`src/rtl/bip_pkg.sv`:
```
// Shared definitions for the BIP control unit: opcodes, FSM states,
// accumulator source selects and the decoded control word.
package bip_pkg;

  localparam logic [4:0] OP_HLT  = 5'b00000;
  localparam logic [4:0] OP_STO  = 5'b00001;
  localparam logic [4:0] OP_LD   = 5'b00010;
  localparam logic [4:0] OP_LDI  = 5'b00011;
  localparam logic [4:0] OP_ADD  = 5'b00100;
  localparam logic [4:0] OP_ADDI = 5'b00101;
  localparam logic [4:0] OP_SUB  = 5'b00110;
  localparam logic [4:0] OP_SUBI = 5'b00111;
  localparam logic [4:0] OP_JMP  = 5'b01000;
  localparam logic [4:0] OP_BZ   = 5'b01001;

  localparam logic [1:0] SEL_RAM = 2'd0;
  localparam logic [1:0] SEL_IMM = 2'd1;
  localparam logic [1:0] SEL_ALU = 2'd2;

  typedef enum logic [2:0] {
    ST_FETCH,
    ST_DECODE,
    ST_EXEC,
    ST_MEM,
    ST_HALT
  } state_t;

  typedef enum logic [2:0] {
    CLS_NOP,
    CLS_IMM,
    CLS_MEM,
    CLS_STORE,
    CLS_HALT,
    CLS_BRANCH
  } op_class_t;

  // cond marks a branch that is taken only when the accumulator is zero
  typedef struct packed {
    logic [1:0] sel_a;
    logic       sel_b;
    logic       op_sub;
    op_class_t  cls;
    logic       cond;
  } ctrl_t;

endpackage

```
`src/rtl/bip_decoder.sv`:
```
// Opcode to control-word mapping. JMP/BZ decode only when BIP_BRANCH_EN is
// defined; otherwise they fall through to NOP like any undefined opcode.
module bip_decoder
  import bip_pkg::*;
(
  input  logic [4:0] opcode,
  output ctrl_t      ctrl
);

  always_comb begin
    ctrl = '{sel_a: SEL_RAM, sel_b: 1'b0, op_sub: 1'b0, cls: CLS_NOP, cond: 1'b0};
    case (opcode)
      OP_HLT:  ctrl.cls = CLS_HALT;
      OP_STO:  ctrl.cls = CLS_STORE;
      OP_LD:   ctrl.cls = CLS_MEM;
      OP_LDI: begin
        ctrl.cls   = CLS_IMM;
        ctrl.sel_a = SEL_IMM;
      end
      OP_ADD: begin
        ctrl.cls   = CLS_MEM;
        ctrl.sel_a = SEL_ALU;
      end
      OP_ADDI: begin
        ctrl.cls   = CLS_IMM;
        ctrl.sel_a = SEL_ALU;
        ctrl.sel_b = 1'b1;
      end
      OP_SUB: begin
        ctrl.cls    = CLS_MEM;
        ctrl.sel_a  = SEL_ALU;
        ctrl.op_sub = 1'b1;
      end
      OP_SUBI: begin
        ctrl.cls    = CLS_IMM;
        ctrl.sel_a  = SEL_ALU;
        ctrl.sel_b  = 1'b1;
        ctrl.op_sub = 1'b1;
      end
`ifdef BIP_BRANCH_EN
      OP_JMP:  ctrl.cls = CLS_BRANCH;
      OP_BZ: begin
        ctrl.cls  = CLS_BRANCH;
        ctrl.cond = 1'b1;
      end
`endif
      default: ctrl.cls = CLS_NOP;
    endcase
  end

endmodule

```
`src/rtl/bip_control_unit.sv`:
```
// BIP instruction sequencer: PC, IR and the FETCH/DECODE/EXEC/MEM/HALT FSM.
// Optional BIP_BRANCH_EN adds the acc_zero port and JMP/BZ.
module bip_control_unit
  import bip_pkg::*;
#(
  parameter int PC_W     = 11,
  parameter int INSTR_W  = 16,
  parameter int RESET_PC = 0
) (
  input  logic               clk,
  input  logic               rst_n,
  input  logic [INSTR_W-1:0] instr_data,
  input  logic               instr_valid,
`ifdef BIP_BRANCH_EN
  input  logic               acc_zero,
`endif
  output logic [PC_W-1:0]    address_output,
  output logic               instr_req,
  output logic [PC_W-1:0]    operand,
  output logic [1:0]         sel_a,
  output logic               sel_b,
  output logic               op_sub,
  output logic               wr_acc,
  output logic               rd_ram,
  output logic               wr_ram,
  output logic               halted
);

  state_t             state;
  logic [INSTR_W-1:0] ir;
  logic [PC_W-1:0]    pc;
  ctrl_t              ctrl;
  logic               zero_flag;

`ifdef BIP_BRANCH_EN
  assign zero_flag = acc_zero;
`else
  assign zero_flag = 1'b0;
`endif

  bip_decoder u_decoder (
    .opcode (ir[INSTR_W-1:PC_W]),
    .ctrl   (ctrl)
  );

  assign address_output = pc;
  assign operand        = ir[PC_W-1:0];

  // Strobes are registered one edge ahead so each is high for exactly the
  // EXEC or MEM cycle it belongs to; the default clears them every edge.
  always_ff @(posedge clk) begin
    if (!rst_n) begin
      state     <= ST_FETCH;
      pc        <= PC_W'(RESET_PC);
      ir        <= '0;
      instr_req <= 1'b1;
      sel_a     <= SEL_RAM;
      sel_b     <= 1'b0;
      op_sub    <= 1'b0;
      wr_acc    <= 1'b0;
      rd_ram    <= 1'b0;
      wr_ram    <= 1'b0;
      halted    <= 1'b0;
    end else begin
      sel_a  <= SEL_RAM;
      sel_b  <= 1'b0;
      op_sub <= 1'b0;
      wr_acc <= 1'b0;
      rd_ram <= 1'b0;
      wr_ram <= 1'b0;
      case (state)
        ST_FETCH: begin
          if (instr_valid) begin
            ir        <= instr_data;
            instr_req <= 1'b0;
            state     <= ST_DECODE;
          end
        end
        ST_DECODE: begin
          state <= ST_EXEC;
          case (ctrl.cls)
            CLS_IMM: begin
              wr_acc <= 1'b1;
              sel_a  <= ctrl.sel_a;
              sel_b  <= ctrl.sel_b;
              op_sub <= ctrl.op_sub;
            end
            CLS_STORE: wr_ram <= 1'b1;
            CLS_MEM:   rd_ram <= 1'b1;
            CLS_HALT:  halted <= 1'b1;
            default: ;
          endcase
        end
        ST_EXEC: begin
          case (ctrl.cls)
            CLS_MEM: begin
              state  <= ST_MEM;
              wr_acc <= 1'b1;
              sel_a  <= ctrl.sel_a;
              sel_b  <= ctrl.sel_b;
              op_sub <= ctrl.op_sub;
            end
            CLS_HALT: state <= ST_HALT;
            CLS_BRANCH: begin
              pc        <= (!ctrl.cond || zero_flag) ? operand : pc + 1'b1;
              instr_req <= 1'b1;
              state     <= ST_FETCH;
            end
            default: begin
              pc        <= pc + 1'b1;
              instr_req <= 1'b1;
              state     <= ST_FETCH;
            end
          endcase
        end
        ST_MEM: begin
          pc        <= pc + 1'b1;
          instr_req <= 1'b1;
          state     <= ST_FETCH;
        end
        ST_HALT: ;
        default: begin
          instr_req <= 1'b1;
          state     <= ST_FETCH;
        end
      endcase
    end
  end

endmodule

```
`config.mk`:
```
export PLATFORM = sky130hd
export DESIGN_NAME = bip_control_unit
export DESIGN_NICKNAME = d
export VERILOG_FILES = /design/src/rtl/bip_pkg.sv /design/src/rtl/bip_decoder.sv /design/src/rtl/bip_control_unit.sv
export SDC_FILE = /design/constraint.sdc
export NUM_CORES = 1
export LEC_CHECK = 0
export BUFFER_PORTS_ARGS = -buffer_cell sky130_fd_sc_hd__buf_2
export CAP_MARGIN = 20
export CORE_MARGIN = 3
export CORE_UTILIZATION = 50
export CTS_CLUSTER_DIAMETER = 150
export CTS_CLUSTER_SIZE = 28
export DETAILED_ROUTE_END_ITERATION = 8
export MAX_ROUTING_LAYER = met4
export PLACE_DENSITY = 0.81
export SLEW_MARGIN = 40
export SYNTH_ARGS = -nofsm -noshare
export SYNTH_HDL_FRONTEND = slang
export SYNTH_SLANG_ARGS = --single-unit
export TNS_END_PERCENT = 1
```
`constraint.sdc`:
```
create_clock -name clk -period 1.82 [get_ports clk]
set_input_delay 0.182 -clock clk [delete_from_list [all_inputs] [get_ports clk]]
set_output_delay 0.182 -clock clk [all_outputs]
set_load 0.02 [all_outputs]
```
==> implementation parameters, run 1 <==
Parameter                              Value

Run status
  Result of the run    finished clean

Floorplan
  Effective utilization at floorplan    between 50 and 60%
  Die ar.    roughly 4100 um2
  Die extent in y    about 64 um
  FP Rows    20
  Number of placed I/O pins    50
  Die extent in x    64.15 um
  Core area    between 3000 and 4000 um2

Drt
  Avg Vias per Cell    around 5
  Final ANT Viol Nets    0
  DR WL/cell    between 10 and 15 um
  Via count    around 1400
  Total detailed-routing wirelength    3419 um
  Residual DRC    0
  DR iter-0 viols    60
  Total iterations of the first detailed-routing run    4

Placed design
  Buffers added on ports    49
  Setup Slack @ Placement    ~0.22 ns
  Detailed-placement wirelength estimate    about 2300 um
  Weighted congestion at the end of routability-driven global placement    roughly 0.81

Synth
  Seq cells post-synth    39
  Synthesized area per cell    around 8.9 um2
  Cell Area, Synth    around 1700 um2
  Seq/Total Area, Yosys    46.19%
  Number of nets in the synthesized netlist    between 200 and 250
  Number of distinct library cells after synthesis    43
  Yosys warnings    0
  Mapped Cells    191

STA
  Final period util    a little under nine tenths
  Number of hold violations in the final report    0
  Slew of the pin with the lowest slew margin    0.5764 ns
  Pins Over Slew Limit    0
  Worst Slack Setup Final    ~0.26 ns
  Max_slew headroom    61.45%
  Setup tns final    0 ns
  Minimum clock period    approximately 1.6 ns
  Clock tree skew after final layout    0.005502 ns
  Total of endpoints with negative setup slack in the final report    0
  Upper clock frequency limit    around 0.64 GHz
  Setup repair after global routing missed its margin    false

GRT
  Met2 usage in global routing    between 20 and 30%
  Wire length of the first global-routing pass    ~5900 um
  Grt met1 use    between 20% and 30%
  Pin count of the biggest net entering global routing    29
  Vias in the first global route    1347
  Global route overflow    0
  GR Layer Usage met3    about 5.3%
  Most congested layer reported by global routing    met2
  Gr usage total    between 10% and 20%
  Initial antenna violation count    0

Critical path
  Worst path max stage delay    0.43 ns
  Data arrival time at the worst-slack endpoint    1.83 ns
  Max Fanout on Critical Path    6
  Startpoint type of the worst setup path    register
  Start-to-end type of the worst setup path    reg -> reg
  Slowest CP cell    dfxtp_1
  CP Cell Sequence    buf_4 > nor3b_1 > a21oi_1 > nor4_2 > nor4b_2
  CP Capture Type    register
  Worst path required time    ~2.1 ns

CTS
  Count of instances resized after the clock tree is built    0
  Buffer cell driving the clock tree root    clkbuf_4
  Hold_buf cts    0
  CTS tree    yes
  Number of buffers created by CTS    5
  Number of clock sinks seen by CTS    39
  Clock transition at path regs    approximately 0.12 ns
  Number of buffers inserted to repair setup after CTS    0
  Buffer depth of the longest clock path    2
  Clock insertion delay at the later pin of the skew report    around 0.35 ns
  H-Tree Depth    2

Finish
  Top library cells by usage in the layout, fill and taps aside    buf_2, dfxtp_1, nand2_1
  Leading cell type in the layout, fill and taps excluded    buf_2
  Net count reported at finish    250
  Total inserted antenna cells    0
  Layout overhead on the synthesized area    17.99%
  Share of cells above drive strength 1    30.30%

Power
  Static Leakage    about 0.0009 uW
  Max rail drop VDD    0.5295 mV
  Power density over the cells    945.4 nW/um2

Job
  Max_cap viols    0

Hold path
  Path class of the lowest-slack min-delay path    in -> reg
## synthesized netlist by cell type (all sizes together)
master  instances  area share [%]
and2b           1            0.44
xnor2           6             3.1
and3            4             1.6
nand3           6             1.8
or4             1            0.67
mux2i           2             1.2
nand3b          1            0.44
ha              1            0.74
nand2          36             8.0
nand4b          1             1.4
nor4            3             2.4
nor2           12             2.7
dfxtp          39              46
nor3b           2             1.2
clkbuf          3            0.67
a21o            1            0.44
nor4b           3             1.9
nand2b          4             1.5
a31oi           2            0.74
and4bb          1            0.74
a21oi          20             5.9
o32ai           1            0.52
inv             5             1.1
or3             1            0.37
a211o           1            0.52
and2            2            0.89
xor2            2             1.0
a41oi           1            0.52
buf            15             6.2
a211oi          1            0.44
nor3            6             2.1
nor2b           5             1.9
and4            1            0.52
o21ai           1            0.30
## where the power goes
part	leakage (uW)	internal [uW]	switching, uW
sequential	0.000318	891	39.6
clock	0.0000514	427	297
combinational	0.000534	91.3	140
total	0.000903	1410	477
## cell type report
| type | instances | area, um2 |
|---|---|---|
| tap | 44 | 55.05 |
| clock inverter | 3 | 67.56 |
| multi-input combinational | 129 | 780.7 |
| inverter | 5 | 18.77 |
| clock buffer | 5 | 37.54 |
| timing repair buffer | 50 | 252.7 |
| fill | 272 | 1134 |
| sequential | 39 | 782.0 |
## cell families (layout without fill, tap and decap cells)
logic type                 Yosys count  count (layout)  synth area share [%]
and+or+nand+nor                     90              90                 30.35
DFF                                 39              39                 46.19
AOI/OAI and AO/OA                   28              28                 9.401
buffers and inverters               23              63                 7.994
xor gates and xnor gates             8               8                 4.145
muxes                                2               2                 1.184
adders and majority gates            1               1                0.7401
## sequential cells by signal, summed over array words and instances (netlist names)
register        count
address_output     11
halted              1
instr_req           1
ir                 16
op_sub              1
rd_ram              1
sel_a               2
sel_b               1
state               3
wr_acc              1
wr_ram              1
## final timing paths
| check | slack, ns | cells past startpoint | to | start |
|---|---|---|---|---|
| setup reg to reg | 0.26 | 5 | sel_a[0] | state[1] |
| hold reg to reg | 0.46 | 2 | ir[8] | ir[8] |
| hold / removal | 0.05 | 3 | ir[0] | instr_data[0] |
| setup / recovery | 0.26 | 5 | sel_a[0] | state[1] |
## routing by layer
metal	wire, um	vias up
li1	-	715
met4	63	0
met2	1535	50
met3	217	7
met5	0	-
met1	1602	635
## critical path: cells and delay by family, from the launching register on
family,cells,cell delay [ns]
buf+inv,1,0.18
simple gates,3,0.79
compound gates,1,0.08
flops,1,0.43
## through the flow
| stage | cell area, um2 | hold WS (ns) | std cells | power (uW) | utilization, % |
|---|---|---|---|---|---|
| global route | 1994 | 0.03265 | 275 | 1970 | 63.76 |
| floorplan | 1690 | 0.2913 | 191 | 1130 | - |
| global placement | 1882 | 0.4244 | 267 | 1174 | 60.16 |
| detailed placement | 1888 | 0.4307 | 267 | 1180 | 60.36 |
| CTS | 1993 | 0.04505 | 275 | 1894 | 63.72 |
| finish | 1994 | 0.05493 | 275 | 1886 | 63.76 |
No activity file was read; power rests on OpenSTA's default activity.
==> run 2, diff against run 1 <==
--- a/config.mk
+++ b/config.mk
@@ -5,6 +5,7 @@
 export SDC_FILE = /design/constraint.sdc
 export NUM_CORES = 1
 export LEC_CHECK = 0
+export ABC_AREA = 1
 export BUFFER_PORTS_ARGS = -buffer_cell sky130_fd_sc_hd__buf_2
 export CAP_MARGIN = 20
 export CORE_MARGIN = 3
@@ -13,7 +14,7 @@
 export CTS_CLUSTER_SIZE = 28
 export DETAILED_ROUTE_END_ITERATION = 8
 export MAX_ROUTING_LAYER = met4
-export PLACE_DENSITY = 0.81
+export PLACE_DENSITY = 0.79
 export SLEW_MARGIN = 40
 export SYNTH_ARGS = -nofsm -noshare
 export SYNTH_HDL_FRONTEND = slang
==> run 2 against run 1 <==
Effect of this change:
- clock power rose by 2%
- critical path depth rose by 2
- via count rose by 16%
- clock-buffer cell count increased by 1
- cell count grew 22%
==> implementation parameters, run 2 <==
Parameter                              Value

Drt
  Avg Vias per Cell    4.848 (-5.2%)
  DR WL/cell    11.08 um (-11%)
  Final ANT Viol Nets    0 (unchanged)
  Via count    1629 (+16%)
  Met2 Routed Length    1740 um (+13%)
  Detailed-routed wire length on met3    211 um (-2.8%)
  Total detailed-routing wirelength    3723 um (+8.9%)
  Top layer reached by signal wires    met4
  WL met1    1715 um (+7.1%)
  Residual DRC    0 (unchanged)
  DR iter-0 viols    48 (-20%)
  Total iterations of the first detailed-routing run    4 (unchanged)

Floorplan
  Core area    3495 um2 (+12%)
  Effective utilization at floorplan    54.14% (+0.095 points)
  Die extent in x    67.51 um (+5.2%)
  Number of placed I/O pins    50 (unchanged)
  Die ar.    4558 um2 (+11%)
  FP Rows    21 (+5.0%)
  Die extent in y    67.51 um (+5.2%)

STA
  Max_slew headroom    71.47% (+10 points)
  Clock tree skew after final layout    0.004141 ns (-0.001361 ns)
  Total of endpoints with negative setup slack in the final report    0 (unchanged)
  Worst Slack Setup Final    0.3062 ns (+0.04180 ns)
  Pins Over Slew Limit    0 (unchanged)
  Number of hold violations in the final report    0 (unchanged)
  Upper clock frequency limit    0.6606 GHz (+2.8%)
  Hold WS    0.1354 ns (+0.08050 ns)
  Setup tns final    0 ns (unchanged)
  Final period util    83.18% (-2.3 points)
  Minimum clock period    1.514 ns (-0.04180 ns)
  Slew of the pin with the lowest slew margin    0.4268 ns (-0.1496 ns)
  Setup repair after global routing missed its margin    false

Hold path
  Worst min-delay path endpoint    ir[5]
  Worst Hold Launch    instr_data[5]
  Hold depth    3 (unchanged)
  Path class of the lowest-slack min-delay path    in -> reg

Critical path
  Startpoint type of the worst setup path    register
  Data arrival time at the worst-slack endpoint    1.70 ns (-0.13 ns)
  Endpoint of the lowest-slack register-to-register path    address_output[0]
  Worst reg2reg path startpoint    ir[11]
  CP Capture Type    register
  Register-to-register setup slack    0.31 ns (+0.04 ns)
  Worst path required time    2.01 ns (-0.08 ns)
  Max Fanout on Critical Path    12 (+6)
  Start-to-end type of the worst setup path    reg -> reg
  Number of cells on the worst reg-to-reg path    7 (+2)

Placed design
  Area post-placement    2098 um2 (+11%)
  Buffers added on ports    49 (unchanged)
  Weighted congestion at the end of routability-driven global placement    0.8211 (+1.6%)
  Detailed-placement wirelength estimate    2733 um (+19%)
  Setup Slack @ Placement    0.3160 ns (+0.09277 ns)

Synth
  Number of distinct library cells after synthesis    30 (-30%)
  Synthesized area per cell    7.628 um2 (-14%)
  Seq cells post-synth    39 (unchanged)
  Cell Area, Synth    1892 um2 (+12%)
  Number of nets in the synthesized netlist    268 (+27%)
  Primary FF master, synth    dfxtp_1
  Most common cell in the netlist    nor2_1
  Ranking of synthesized cells by area    dfxtp_1, nor2_1, nand2_1
  Post-synth ARST share    0% (unchanged)
  Yosys warnings    0 (unchanged)
  Cell accounting for the most synthesized area    dfxtp_1
  Ranking of synthesized cells by instance count    nor2_1, dfxtp_1, nand2_1
  Area fraction of the dominant cell type after synthesis    41.27% (-4.9 points)
  Number of flops mapped to enable cells by yosys    0 (unchanged)
  Seq/Total Area, Yosys    41.27% (-4.9 points)
  Mapped Cells    248 (+30%)

Finish
  Layout Cell Area excl Fill    2216 um2 (+11%)
  Leading cell type in the layout, fill and taps excluded    buf_2
  Layout overhead on the synthesized area    17.13%
  Share of cells above drive strength 1    32.07% (+1.8 points)
  Top register by number of flip-flops    ir
  Flip-flop count of the largest register, all copies and words added    16 (unchanged)
  Total inserted antenna cells    0 (unchanged)
  Net count reported at finish    309 (+24%)
  Top library cells by usage in the layout, fill and taps aside    buf_2, nor2_1, dfxtp_1

CTS
  Number of buffers inserted to repair setup after CTS    0 (unchanged)
  Number of clock sinks seen by CTS    39 (unchanged)
  Buffer depth of the longest clock path    2 (unchanged)
  Number of buffers created by CTS    5 (unchanged)
  H-Tree Depth    2 (unchanged)
  Clock insertion delay at the later pin of the skew report    0.29 ns (-0.06 ns)
  Count of instances resized after the clock tree is built    0 (unchanged)
  Clock transition at path regs    0.07 ns (-0.05 ns)
  Hold_buf cts    0 (unchanged)
  CTS tree    yes
  Buffer cell driving the clock tree root    clkbuf_8

GRT
  Gr usage total    18.72% (+0.042 points)
  Vias in the first global route    1482 (+10%)
  Pin count of the biggest net entering global routing    22 (-24%)
  Initial antenna violation count    0 (unchanged)
  Global route overflow    0 (unchanged)
  Wire length of the first global-routing pass    6299 um (+6.9%)

Power
  Max rail drop VDD    0.8007 mV (+51%)
  Power density over the cells    989.1 nW/um2 (+4.6%)
  Pwr Total    2192 uW (+16%)
  Static Leakage    0.001021 uW (+13%)

Run status
  Result of the run    finished clean

Job
  Max_cap viols    0 (unchanged)
run 2: cell types whose count changed after synthesis, sizes merged, moves of 5 or more:
cell / before / now
inv: 5 / 20
nor2b: 5 / 0
o21ai: 1 / 20
nand2: 36 / 47
nand3: 6 / 20
nor2: 12 / 49
run 2: cell type report:
cell class / count / area [um2]
tap: 46 / 57.56
fill: 335 / 1279
sequential: 39 / 780.7
clock inverter: 2 / 35.03
clock buffer: 6 / 82.58
inverter: 21 / 78.83
multi-input combinational: 170 / 913.4
timing repair buffer: 52 / 267.8
run 2: power breakdown:
group	total, uW	leakage (uW)	internal, uW	switching (uW)
Sequential	980	0.000319	928	51.8
Combinational	476	0.000641	155	321
Clock	736	0.0000612	443	292
run 2: how the worst max path moves through the flow:
stage	end	startpoint	cells past startpoint	slack, ns
after detailed placement	address_output[0]	ir[11]	7	0.32
after global routing	address_output[0]	ir[11]	7	0.16
after global placement	address_output[0]	ir[11]	7	0.35
final	address_output[0]	ir[11]	7	0.31
after floorplan	address_output[8]	address_output[0]	7	0.42
after CTS	address_output[0]	ir[11]	7	0.30
run 2: logic make-up after synthesis:
group,count (synthesis),synth area share [%]
AO/OA/AOI/OAI,39,13.29
XOR/XNOR,9,4.166
adder cells (fa/ha/maj),1,0.6613
AND/OR/NAND/NOR,121,30.16
flip-flops,39,41.27
buffers and inverters,39,10.45
run 2: through the flow:
stage                     cells  util, %
after detailed placement    328    60.04
final                       336    63.41
after global placement      328    60.04
after floorplan             248        -
after global routing        336    63.41
after CTS                   336    63.41
run 2: critical path, cell delays in order (launching register included):
cell	delay (ns)
dfxtp_1	0.50
nor2_2	0.11
nand3_1	0.13
nand3_4	0.11
o21bai_4	0.37
nand2_1	0.09
nand2_1	0.07
nor2_1	0.04
run 2: layer usage:
metal  up-vias  track usage, %
li1        860               -
met2        42           29.40
met3         6           5.158
met4         0           7.848
met5         -               -
met1       721           22.45
==> run 3, diff against run 2 <==
--- a/config.mk
+++ b/config.mk
@@ -9,12 +9,12 @@
 export BUFFER_PORTS_ARGS = -buffer_cell sky130_fd_sc_hd__buf_2
 export CAP_MARGIN = 20
 export CORE_MARGIN = 3
-export CORE_UTILIZATION = 50
+export CORE_UTILIZATION = 47
 export CTS_CLUSTER_DIAMETER = 150
 export CTS_CLUSTER_SIZE = 28
 export DETAILED_ROUTE_END_ITERATION = 8
 export MAX_ROUTING_LAYER = met4
-export PLACE_DENSITY = 0.79
+export PLACE_DENSITY = 0.78
 export SLEW_MARGIN = 40
 export SYNTH_ARGS = -nofsm -noshare
 export SYNTH_HDL_FRONTEND = slang
==> constraint.sdc (replaced) <==
create_clock -name clk -period 1.3 [get_ports clk]
set_input_delay 0.13 -clock clk [delete_from_list [all_inputs] [get_ports clk]]
set_output_delay 0.13 -clock clk [all_outputs]
set_load 0.02 [all_outputs]
==> run 3 against run 2 <==
Effect of this change:
- the run now ends with setup timing left
- cell count up 5.4%
- worst setup slack worse by 0.31 ns
- non-clock buffer count up 15
- design area up 9.3%
- global-route usage down 2.1 points
- fmax up 16%
- utilization up 0.83 points
- clock-buffer cell count up 2
- first-iteration DRC count up 79%
- worst hold slack worse by 0.054 ns
==> implementation parameters, run 3 (synthesized netlist as in run 2, its figures left out) <==
Parameter                              Value

CTS
  Hold_buf cts    0 (unchanged)
  Number of buffers created by CTS    5 (unchanged)
  H-Tree Depth    2 (unchanged)
  Clock transition at path regs    0.07 ns (about the same)
  Buffer cell driving the clock tree root    clkbuf_8
  Number of clock sinks seen by CTS    39 (unchanged)
  Buffer depth of the longest clock path    2 (unchanged)
  Clock insertion delay at the later pin of the skew report    0.29 ns (about the same)
  CTS tree    yes

Floorplan
  FP Rows    22 (+4.8%)
  Die extent in x    69.45 um (+2.9%)
  Effective utilization at floorplan    50.17% (-4.0 points)
  Die extent in y    69.45 um (+2.9%)
  Number of placed I/O pins    50 (unchanged)
  Core area    3771 um2 (+7.9%)
  Die ar.    4823 um2 (+5.8%)

STA
  Slew of the pin with the lowest slew margin    0.3188 ns (-0.1080 ns)
  Worst Slack Setup Final    -0.005065 ns (-0.3113 ns)
  Upper clock frequency limit    0.7662 GHz (+16%)
  Number of hold violations in the final report    0 (unchanged)
  Setup repair after global routing missed its margin    true
  Pins Over Slew Limit    0 (unchanged)
  Minimum clock period    1.305 ns (-0.2087 ns)
  Max_slew headroom    78.73% (+7.3 points)
  Clock tree skew after final layout    0.005912 ns (+0.001771 ns)
  Final period util    100.4% (+17 points)
  Total of endpoints with negative setup slack in the final report    2 (+2)
  Hold WS    0.08178 ns (-0.05364 ns)

GRT
  Initial antenna violation count    0 (unchanged)
  Gr usage total    16.60% (-2.1 points)
  Vias in the first global route    1514 (+2.2%)
  Global route overflow    0 (unchanged)
  Pin count of the biggest net entering global routing    22 (unchanged)
  Wire length of the first global-routing pass    6465 um (+2.6%)

Finish
  Top register by number of flip-flops    ir
  Top library cells by usage in the layout, fill and taps aside    buf_2, nor2_1, nand2_1
  Net count reported at finish    325 (+5.2%)
  Leading cell type in the layout, fill and taps excluded    buf_2
  Share of cells above drive strength 1    42.16% (+10 points)
  Layout overhead on the synthesized area    28.04%
  Total inserted antenna cells    0 (unchanged)
  Flip-flop count of the largest register, all copies and words added    16 (unchanged)
  Post-Layout Cell Count    354 (+5.4%)
  Layout Cell Area excl Fill    2422 um2 (+9.3%)

Run status
  Failing checks    setup timing
  Result of the run    complete, but fails checks

Power
  Static Leakage    0.001105 uW (+8.3%)
  Max rail drop VDD    0.8336 mV (+4.1%)
  Power density over the cells    1291 nW/um2 (+30%)

Placed design
  Detailed-placement wirelength estimate    2877 um (+5.3%)
  Buffers added on ports    49 (unchanged)
  Weighted congestion at the end of routability-driven global placement    0.8339 (+1.6%)
  Setup Slack @ Placement    -0.05906 ns (-0.3751 ns)
  Number of instances in the placed design    343 (+4.6%)
  Area post-placement    2213 um2 (+5.5%)

Critical path
  Max Fanout on Critical Path    11 (-1)
  CP Capture Type    register
  Worst path required time    1.52 ns (-0.49 ns)
  Startpoint type of the worst setup path    register
  Data arrival time at the worst-slack endpoint    1.53 ns (-0.17 ns)
  Start-to-end type of the worst setup path    reg -> reg

Drt
  DR iter-0 viols    86 (+79%)
  Total detailed-routing wirelength    4055 um (+8.9%)
  Residual DRC    0 (unchanged)
  Via count    1726 (+6.0%)
  Total iterations of the first detailed-routing run    4 (unchanged)
  DR WL/cell    11.45 um (+3.4%)
  Final ANT Viol Nets    0 (unchanged)
  Avg Vias per Cell    4.876 (+0.57%)

Job
  Max_cap viols    0 (unchanged)

Hold path
  Path class of the lowest-slack min-delay path    in -> reg
run 3: cell count changes in the layout (fill, tap and decap cells not counted), sizes merged:
cell | previous run | this run
buf | 52 | 67
bufinv | 1 | 0
clkbuf | 6 | 8
clkinv | 2 | 1
clkinvlp | 0 | 2
inv | 20 | 19
run 3: worst paths after layout:
path                       endpoint     startpoint  slack (ns)  cells after the start
hold reg to reg              halted         halted        0.47                      2
setup / recovery  address_output[1]       state[2]      -0.005                      6
hold / removal                ir[3]  instr_data[3]        0.08                      3
setup reg to reg  address_output[1]       state[2]      -0.005                      6
run 3: through the flow:
stage | total power, uW | setup TNS (ns) | utilization (%)
3_3_place_gp | 2142 | 0 | 58.69
3_5_place_dp | 2158 | -0.5332 | 58.69
2_1_floorplan | 1960 | 0 | -
4_1_cts | 3095 | 0 | 62.91
6_report | 3126 | -0.006280 | 64.23
5_1_grt | 3294 | -0.9263 | 64.23
run 3: report_power, final:
part           leakage (uW)  internal (uW)  total (uW)  switching (uW)
registers          0.000322           1300        1380            73.6
logic              0.000731            328         858             530
clock network     0.0000515            484         890             406
total               0.00111           2120        3130            1010
run 3: repair_timing:
item / in CTS / in global routing
gates resized for setup: 15 / 17
endpoints found under the setup margin: 28 / 35
buffers inserted: 0 / 2
hold endpoints to repair: 0 / 0
pin swaps: 2 / 8
gates cloned: 1 / 0
run 3: area by class of cell:
| type | count | area [um2] |
|---|---|---|
| tap | 48 | 60.06 |
| fill | 318 | 1349 |
| timing repair inverter | 1 | 7.507 |
| timing repair buffer | 67 | 396.6 |
| clock buffer | 8 | 100.1 |
| multi-input combinational | 170 | 980.9 |
| inverter | 21 | 82.58 |
| sequential | 39 | 794.5 |
run 3: critical path, cell delays in order, from the launching register on:
cell and delay [ns]:
dfxtp_2 0.37, nor3_4 0.26, nand2_2 0.11, o21bai_4 0.18, buf_12 0.16, nand2_1 0.06, a21oi_1 0.11
run 3: metal layers:
layer / vias to the layer above / track usage (%) / part of all wire (%)
li1: 898 / - / -
met1: 769 / 21.70 / 46
met2: 50 / 24.79 / 46
met3: 9 / 3.913 / 6.2
met4: 0 / 6.508 / 1.7
met5: - / - / 0
